$ cat config.mk
export PLATFORM = sky130hd
export DESIGN_NAME = cic_interpolator_stage
export DESIGN_NICKNAME = d
export VERILOG_FILES = /design/src/rtl/cic_pkg.sv /design/src/rtl/cic_integrator_stage.sv /design/src/rtl/cic_interpolator_stage.sv
export SDC_FILE = /design/constraint.sdc
export NUM_CORES = 1
export LEC_CHECK = 0
export CAP_MARGIN = 20
export CORE_MARGIN = 3
export CORE_UTILIZATION = 40
export CTS_CLUSTER_SIZE = 28
export DETAILED_ROUTE_END_ITERATION = 8
export DONT_BUFFER_PORTS = 1
export GPL_ROUTABILITY_DRIVEN = 0
export SETUP_SLACK_MARGIN = 0.05
export SLEW_MARGIN = 20
export SYNTH_ARGS = -nofsm -noshare
export SYNTH_HDL_FRONTEND = slang
export SYNTH_SLANG_ARGS = --single-unit
$ cat constraint.sdc
create_clock -name clk_i -period 15.41 [get_ports clk_i]
set_clock_uncertainty 0.05 [all_clocks]
set_input_delay 3.082 -clock clk_i [delete_from_list [all_inputs] [get_ports clk_i]]
set_output_delay 3.082 -clock clk_i [all_outputs]
set_load 0.02 [all_outputs]
$ cat src/rtl/cic_pkg.sv
// Shared sizing helpers for the CIC interpolator: internal word width and rate constants.
package cic_pkg;

    localparam int DEFAULT_R = 16;
    localparam int LOG2_R    = $clog2(DEFAULT_R);

    // Growth of an N-stage interpolator is R^(N-1), so W adds (N-1)*log2(R) bits to the input.
    function automatic int cic_interp_width(input int bin, input int n, input int r);
        return bin + (n - 1) * $clog2(r);
    endfunction

endpackage

$ cat src/rtl/cic_integrator_stage.sv
// One enable-gated two's-complement accumulator; wraps modulo 2^W by design.
module cic_integrator_stage
    import cic_pkg::*;
#(
    parameter int W = 36
) (
    input  logic                clk_i,
    input  logic                reset_i,
    input  logic                en_i,
    input  logic signed [W-1:0] data_i,
    output logic signed [W-1:0] acc_o
);

    logic signed [W-1:0] acc_q;
    logic signed [W-1:0] acc_d;

    always_comb begin
        acc_d = acc_q;
        if (en_i) begin
            acc_d = acc_q + data_i;
        end
    end

    always_ff @(posedge clk_i) begin
        if (reset_i) begin
            acc_q <= '0;
        end else begin
            acc_q <= acc_d;
        end
    end

    assign acc_o = acc_q;

endmodule

$ cat src/rtl/cic_interpolator_stage.sv
// CIC interpolator: comb chain on the reduced tick, zero-stuffing, N pipelined integrators on the fast tick.
module cic_interpolator_stage
    import cic_pkg::*;
#(
    parameter int NUM_STAGES           = 4,
    parameter int INTERPOLATION_FACTOR = 16,
    parameter int NUM_BITS_IN          = 24,
    parameter int NUM_BITS_OUT         = 24
) (
    input  logic                           clk_i,
    input  logic                           reset_i,
    input  logic                           tick_i,
    input  logic                           tick_reduced_i,
    input  logic signed [NUM_BITS_IN-1:0]  signal_i,
    output logic signed [NUM_BITS_OUT-1:0] signal_o,
    output logic                           valid_o,
    output logic                           overrun_o
);

    localparam int W     = cic_interp_width(NUM_BITS_IN, NUM_STAGES, INTERPOLATION_FACTOR);
    localparam int SHIFT = W - NUM_BITS_OUT;

    typedef logic signed [W-1:0] acc_t;

    if (NUM_STAGES < 1) begin : g_bad_n
        $error("cic_interpolator_stage: NUM_STAGES must be >= 1");
    end
    if (INTERPOLATION_FACTOR < 2 ||
        (INTERPOLATION_FACTOR & (INTERPOLATION_FACTOR - 1)) != 0) begin : g_bad_r
        $error("cic_interpolator_stage: INTERPOLATION_FACTOR must be a power of two >= 2");
    end
    if (NUM_BITS_OUT > W) begin : g_bad_out
        $error("cic_interpolator_stage: NUM_BITS_OUT exceeds internal width");
    end

    acc_t                           d_q [NUM_STAGES];
    acc_t                           d_d [NUM_STAGES];
    acc_t                           comb_q, comb_d;
    logic                           pending_q, pending_d;
    logic                           overrun_q, overrun_d;
    logic                           valid_q, valid_d;
    logic signed [NUM_BITS_OUT-1:0] signal_q, signal_d;
    acc_t                           stuffed;
    acc_t                           integ_in  [NUM_STAGES];
    acc_t                           integ_acc [NUM_STAGES];

    always_comb begin
        acc_t c;
        c      = acc_t'(signal_i);
        comb_d = comb_q;
        for (int k = 0; k < NUM_STAGES; k++) begin
            d_d[k] = tick_reduced_i ? c : d_q[k];
            c      = c - d_q[k];
        end
        if (tick_reduced_i) begin
            comb_d = c;
        end
    end

    // A new comb result wins over the clear from a coincident fast tick.
    always_comb begin
        pending_d = pending_q;
        if (tick_reduced_i) begin
            pending_d = 1'b1;
        end else if (tick_i) begin
            pending_d = 1'b0;
        end
        overrun_d = tick_reduced_i & pending_q & ~tick_i;
        valid_d   = tick_i;
        signal_d  = signal_q;
        if (tick_i) begin
            signal_d = NUM_BITS_OUT'(integ_acc[NUM_STAGES-1] >>> SHIFT);
        end
    end

    assign stuffed = pending_q ? comb_q : '0;

    for (genvar k = 0; k < NUM_STAGES; k++) begin : g_integ
        if (k == 0) begin : g_first
            assign integ_in[k] = stuffed;
        end else begin : g_next
            assign integ_in[k] = integ_acc[k-1];
        end
        cic_integrator_stage #(.W(W)) u_integ (
            .clk_i   (clk_i),
            .reset_i (reset_i),
            .en_i    (tick_i),
            .data_i  (integ_in[k]),
            .acc_o   (integ_acc[k])
        );
    end

    always_ff @(posedge clk_i) begin
        if (reset_i) begin
            for (int k = 0; k < NUM_STAGES; k++) begin
                d_q[k] <= '0;
            end
            comb_q    <= '0;
            pending_q <= 1'b0;
            overrun_q <= 1'b0;
            valid_q   <= 1'b0;
            signal_q  <= '0;
        end else begin
            for (int k = 0; k < NUM_STAGES; k++) begin
                d_q[k] <= d_d[k];
            end
            comb_q    <= comb_d;
            pending_q <= pending_d;
            overrun_q <= overrun_d;
            valid_q   <= valid_d;
            signal_q  <= signal_d;
        end
    end

    assign signal_o  = signal_q;
    assign valid_o   = valid_q;
    assign overrun_o = overrun_q;

endmodule

== Word level (Yosys, flattened, before mapping) ==
Memory sizes are Yosys's and may differ from the RTL's.
Index checks and enable logic that the tools add are counted.
Word-level totals
  input bits: 28
  word-level logic and storage cells: 40
  bits in latches: 0
  bits in writable memories: 144
  bits in registers: 207
  ROM bits: 0
  memories kept: 1
Operators by class
  mux-type cells: 14
  $lt $le $gt $ge: 0
  reduce and logical (&&, ||, !) cells: 1
  multipliers: 0
  shift operators: 0
  $add $sub $neg: 8
  equality and inequality tests: 0
  bitwise gates (word level): 7
  divide/modulo/power cells: 0
Memory list
  d_q: depth 4, width 36, read ports 4, clocked after Yosys merged registers in 0, wr ports 4, line cic_interpolator_stage.sv:36  | acc_t d_q [NUM_STAGES];
Operators with widths (count)
  36-bit two-way mux: 9
  36-bit adder: 4
  36-bit subtractor: 3
  24-bit by 36-bit subtractor with 36-bit output: 1
  1-bit two-way mux: 5
  1-bit bitwise OR: 4
  1-bit bitwise AND: 2
  2-bit nonzero test: 1
  1-bit inverter: 1

== Depth between registers and ports, before layout ==
  word-level depth: 5
  mapped depth: 42
  depth with buffers taken out: 42

== By module ==
From an unflattened synthesis, not the netlist that was laid out.
Unflattened totals
  cell total of the unflattened synthesis: 3212
  area total of the unflattened synthesis: 26165.1 um2
By module, submodules not included
  cic_interpolator_stage: times used 1, cells each 1708, area an instance 13858.3 um2, sequential area each 3903.7 um2
  cic_integrator_stage: times used 4, cells each 376, area an instance 3076.7 um2, sequential area each 720.7 um2

== Worst setup path before layout ==
Ideal clock, no wire load.
  kind: input -> register
  start: input port signal_i[0]
  end: register comb_q[35]
  path buffers: 0
  path slack: 5189 ps
  required time: 15268 ps
  setup time: 92 ps
  stages: 38
  arrival time: 10079 ps
  cells stage by stage: inv_1 ha_1 fa_1 nor2b_1 o21ai_0 a21boi_0 o21ai_0 a21oi_1 a21o_1 a21oi_1 xnor2_1 ha_1 a21oi_1 o21ai_0 o21ai_0 a21oi_1 o21ai_1 a21boi_0 [2 not listed] xnor2_1 ha_1 nand3_1 or3_1 nor2_1 o31a_1 a311oi_2 a31oi_1 a41oi_1 nor2b_1 xnor2_1 ha_1 inv_1 o41a_1 nor4b_1 nor3_1 o211a_1 nor4_1
Between the ends
  word-level cells in the longest chain between the ends: 4
RTL lines
  start: declaration: line cic_interpolator_stage.sv:14  | input logic signed [NUM_BITS_IN-1:0] signal_i,
  24-bit by 36-bit subtractor with 36-bit output: line cic_interpolator_stage.sv:53  | c = c - d_q[k];
  36-bit subtractor (3 in series): line cic_interpolator_stage.sv:53
  end signal: assignment: line cic_interpolator_stage.sv:107  | comb_q <= comb_d;
  end: declaration: line cic_interpolator_stage.sv:38  | acc_t comb_q, comb_d;
Every way passes these cells.
A chain may end at the register's enable or synchronous reset.

== Final worst setup path ==
Same ends and word-level chain as after synthesis.

==> metrics <==
Worst-Skew Late Latency roughly 0.57 ns; leakage between 0.01 and 0.015 uW; Mapped Cells approximately 3100; crit path time final between 10 and 15 ns; Post-CTS Setup Repair Bufs 0; Die W 258.4 um; count leader, synth nor2_1; detailed router's first-iteration violation count about 960; worst hold path depth 2; cts repair resizes 0; Post-Route Setup TNS 0 ns; Fill cells approximately 6400; Root Buffer clkbuf_16; Synth Area per Inst roughly 8.2 um^2; GR Util All Layers between 15 and 20%; clk sink count approximately 340; first-pass GRT wire length slightly above 90 mm; warning count from the yosys run 0; deepest clock path buffer count 3; Synth Register Bits 339; crit path from signal_i[0]; DRC violation count after routing 0; row count 91; Die Y about 260 um; CP Capture Point comb_q[35]; ys flop type dfxtp_1; io pins 54; register-to-register setup slack ~7 ns; DRT Wirelength approximately 53 mm; layout cells sized above 1 3.753%; post-synth top area share between 20% and 30%; CTS tree built; average wire per standard cell between 10 and 15 um; H-Tree Depth 2; DR vias roughly 20000; detail-routed via count per cell 5.146; reg2reg start d_q[0][0]; worst hold margin ~0.42 ns; Worst path depth 38; Worst Setup Slack, final ~4.8 ns; setup violators final 0; final slew viol count 0; reg-to-reg endpoint comb_q[35]; CP required between 15 and 20 ns; largest area contributor in the netlist dfxtp_1; Peak VDD IR ~130 uV; CORE AREA approximately 62000 um^2; nets@finish 3365; Detail Placement HPWL roughly 37 mm; outcome finished clean; initial core utilization around 41%; Pre-antenna DRT Iters 6; Worst path max stage delay 0.51 ns; family with the most delay on the worst path compound AO/OA/AOI/OAI gates; crit path buf inv count 2; ys async rst share 0%; EDFF count, synth 0; Area Growth Syn to Fin 7.648%; Critical Path AT approximately 11 ns; Cell variety after synth 97; top cells by area, synth dfxtp_1 27%, ha_1 13%, mux2i_1 8.6%, nor2_1 6.1%, xnor2_1 5.7%; Routed Antenna Nets 0; # hold bufs at CTS 0; worst setup path class in2reg; Synth Net Count between 3000 and 4000; Slew @ Worst Pin 1.082 ns; Power Dens Cells around 210 nW/um^2; GR Overflow Total 0; initial antenna violation count 0; Max Freq approximately 94 MHz; total CTS buffers between 40 and 50; Syn Std Cell Area 25470 um^2; largest net degree at the start of global routing 340; reg2reg path depth 37; Crit Path Max Fanout 6; vias in the first global route about 19000; clock-pin slew on the worst setup and hold paths 0.06 ns; ANT cells 0; Multi-input gate area ~17000 um^2; post-synthesis sequential area ratio about a quarter; hold crit path type reg2reg; CP max stage cell o21ai_0; Reg area about 6800 um^2; PortBufs 0; Slew Limit Headroom roughly 28%; CP endpoint kind register; commonest cells in the netlist 415 x nor2_1, 339 x dfxtp_1, 275 x a21oi_1; RSZ-0062 raised after global routing false; max cap viols 0; Final Power around 5700 uW; die area ~67000 um^2; Setup WS pre-CTS 4.193 ns; startpoint type of the worst setup path primary input; final worst-path cycle share between 60 and 70%; Fin. Hold Viols 0
tightest hold or removal path: stages, from the launching register on:
cell and delay, ns:
dfxtp_1 0.31, nand2_1 0.06, a21oi_1 0.05
kinds of logic after synthesis:
logic type | share of synthesized area [%]
compound gates | 21.68
buf+inv | 5.187
fa+ha+maj | 13.84
flops | 26.64
mux | 8.733
simple gates | 16.32
xor+xnor | 7.599
per-stage QoR:
stage,utilization [%],cells,instance area (um^2)
5_1_grt,43.95,3928,27420
3_5_place_dp,41.76,3853,26060
2_1_floorplan,-,3119,25470
6_report,43.95,3928,27420
4_1_cts,43.95,3928,27420
3_3_place_gp,41.76,3853,26060
how the worst min path moves through the flow:
stage / to / slack, ns / startpoint
2_1_floorplan: d_q[2][2] / 0.40 / d_q[2][2]
3_3_place_gp: d_q[2][17] / 0.41 / d_q[2][17]
3_5_place_dp: d_q[2][19] / 0.41 / d_q[2][19]
4_1_cts: d_q[2][19] / 0.42 / d_q[2][19]
5_1_grt: comb_q[16] / 0.45 / comb_q[16]
6_report: d_q[2][17] / 0.42 / d_q[2][17]
registers in the layout (all words and copies together), names as in the netlist:
signal                 flops
comb_q                    36
d_q                      132
g_integ.u_integ.acc_o    144
overrun_o                  1
pending_q                  1
signal_o                  24
valid_o                    1
cells in the final DEF (no fill, tap or decap), types with 8 or more instances in the layout:
master and n:
fa_1 8, clkbuf_8 12, nand2b_1 33, o21bai_1 38
nand3_1 45, nor3_1 50, clkbuf_16 43, and4_1 9
nor2_1 415, o31a_1 8, o21ai_0 117, clkbuf_1 10
o21a_1 39, nor2b_1 36, mux2i_1 220, a21oi_1 275
a31oi_1 24, inv_1 220, a21o_1 128, nand2_1 151
dfxtp_1 339, nor4_1 8, o21ai_1 14, or2_2 9
or3_1 13, o221ai_1 11, a211oi_1 48, and3_1 12
a31o_2 11, nand4_1 19, and2_1 49, ha_1 269
or4_1 8, xor2_1 55, o211ai_1 13, nand3b_1 13
xnor2_1 166, o22ai_1 17
metal layers:
layer / vias up / global-route usage (%) / routed length [um]
met5: - / 0 / 0
met2: 184 / 25.95 / 23040
met1: 8992 / 21.14 / 26900
li1: 10960 / - / -
met4: 0 / 4.181 / 1120
met3: 74 / 2.218 / 1467
report_power, final:
part           leakage (uW)  switching, uW  internal [uW]
Sequential          0.00277           59.7           1000
Clock              0.000671            392            586
Combinational       0.00900           2030           1660
cell type report:
class / count / area share (%)
well taps: 837 / 3.819
multi-input cells: 2452 / 63.33
repair buffers: 3 / 0.08213
flip-flops and latches: 339 / 24.75
inverters: 222 / 3.039
clock buffers: 65 / 4.663
clock inverters: 10 / 0.3194
(Power assumes the default switching activity.)
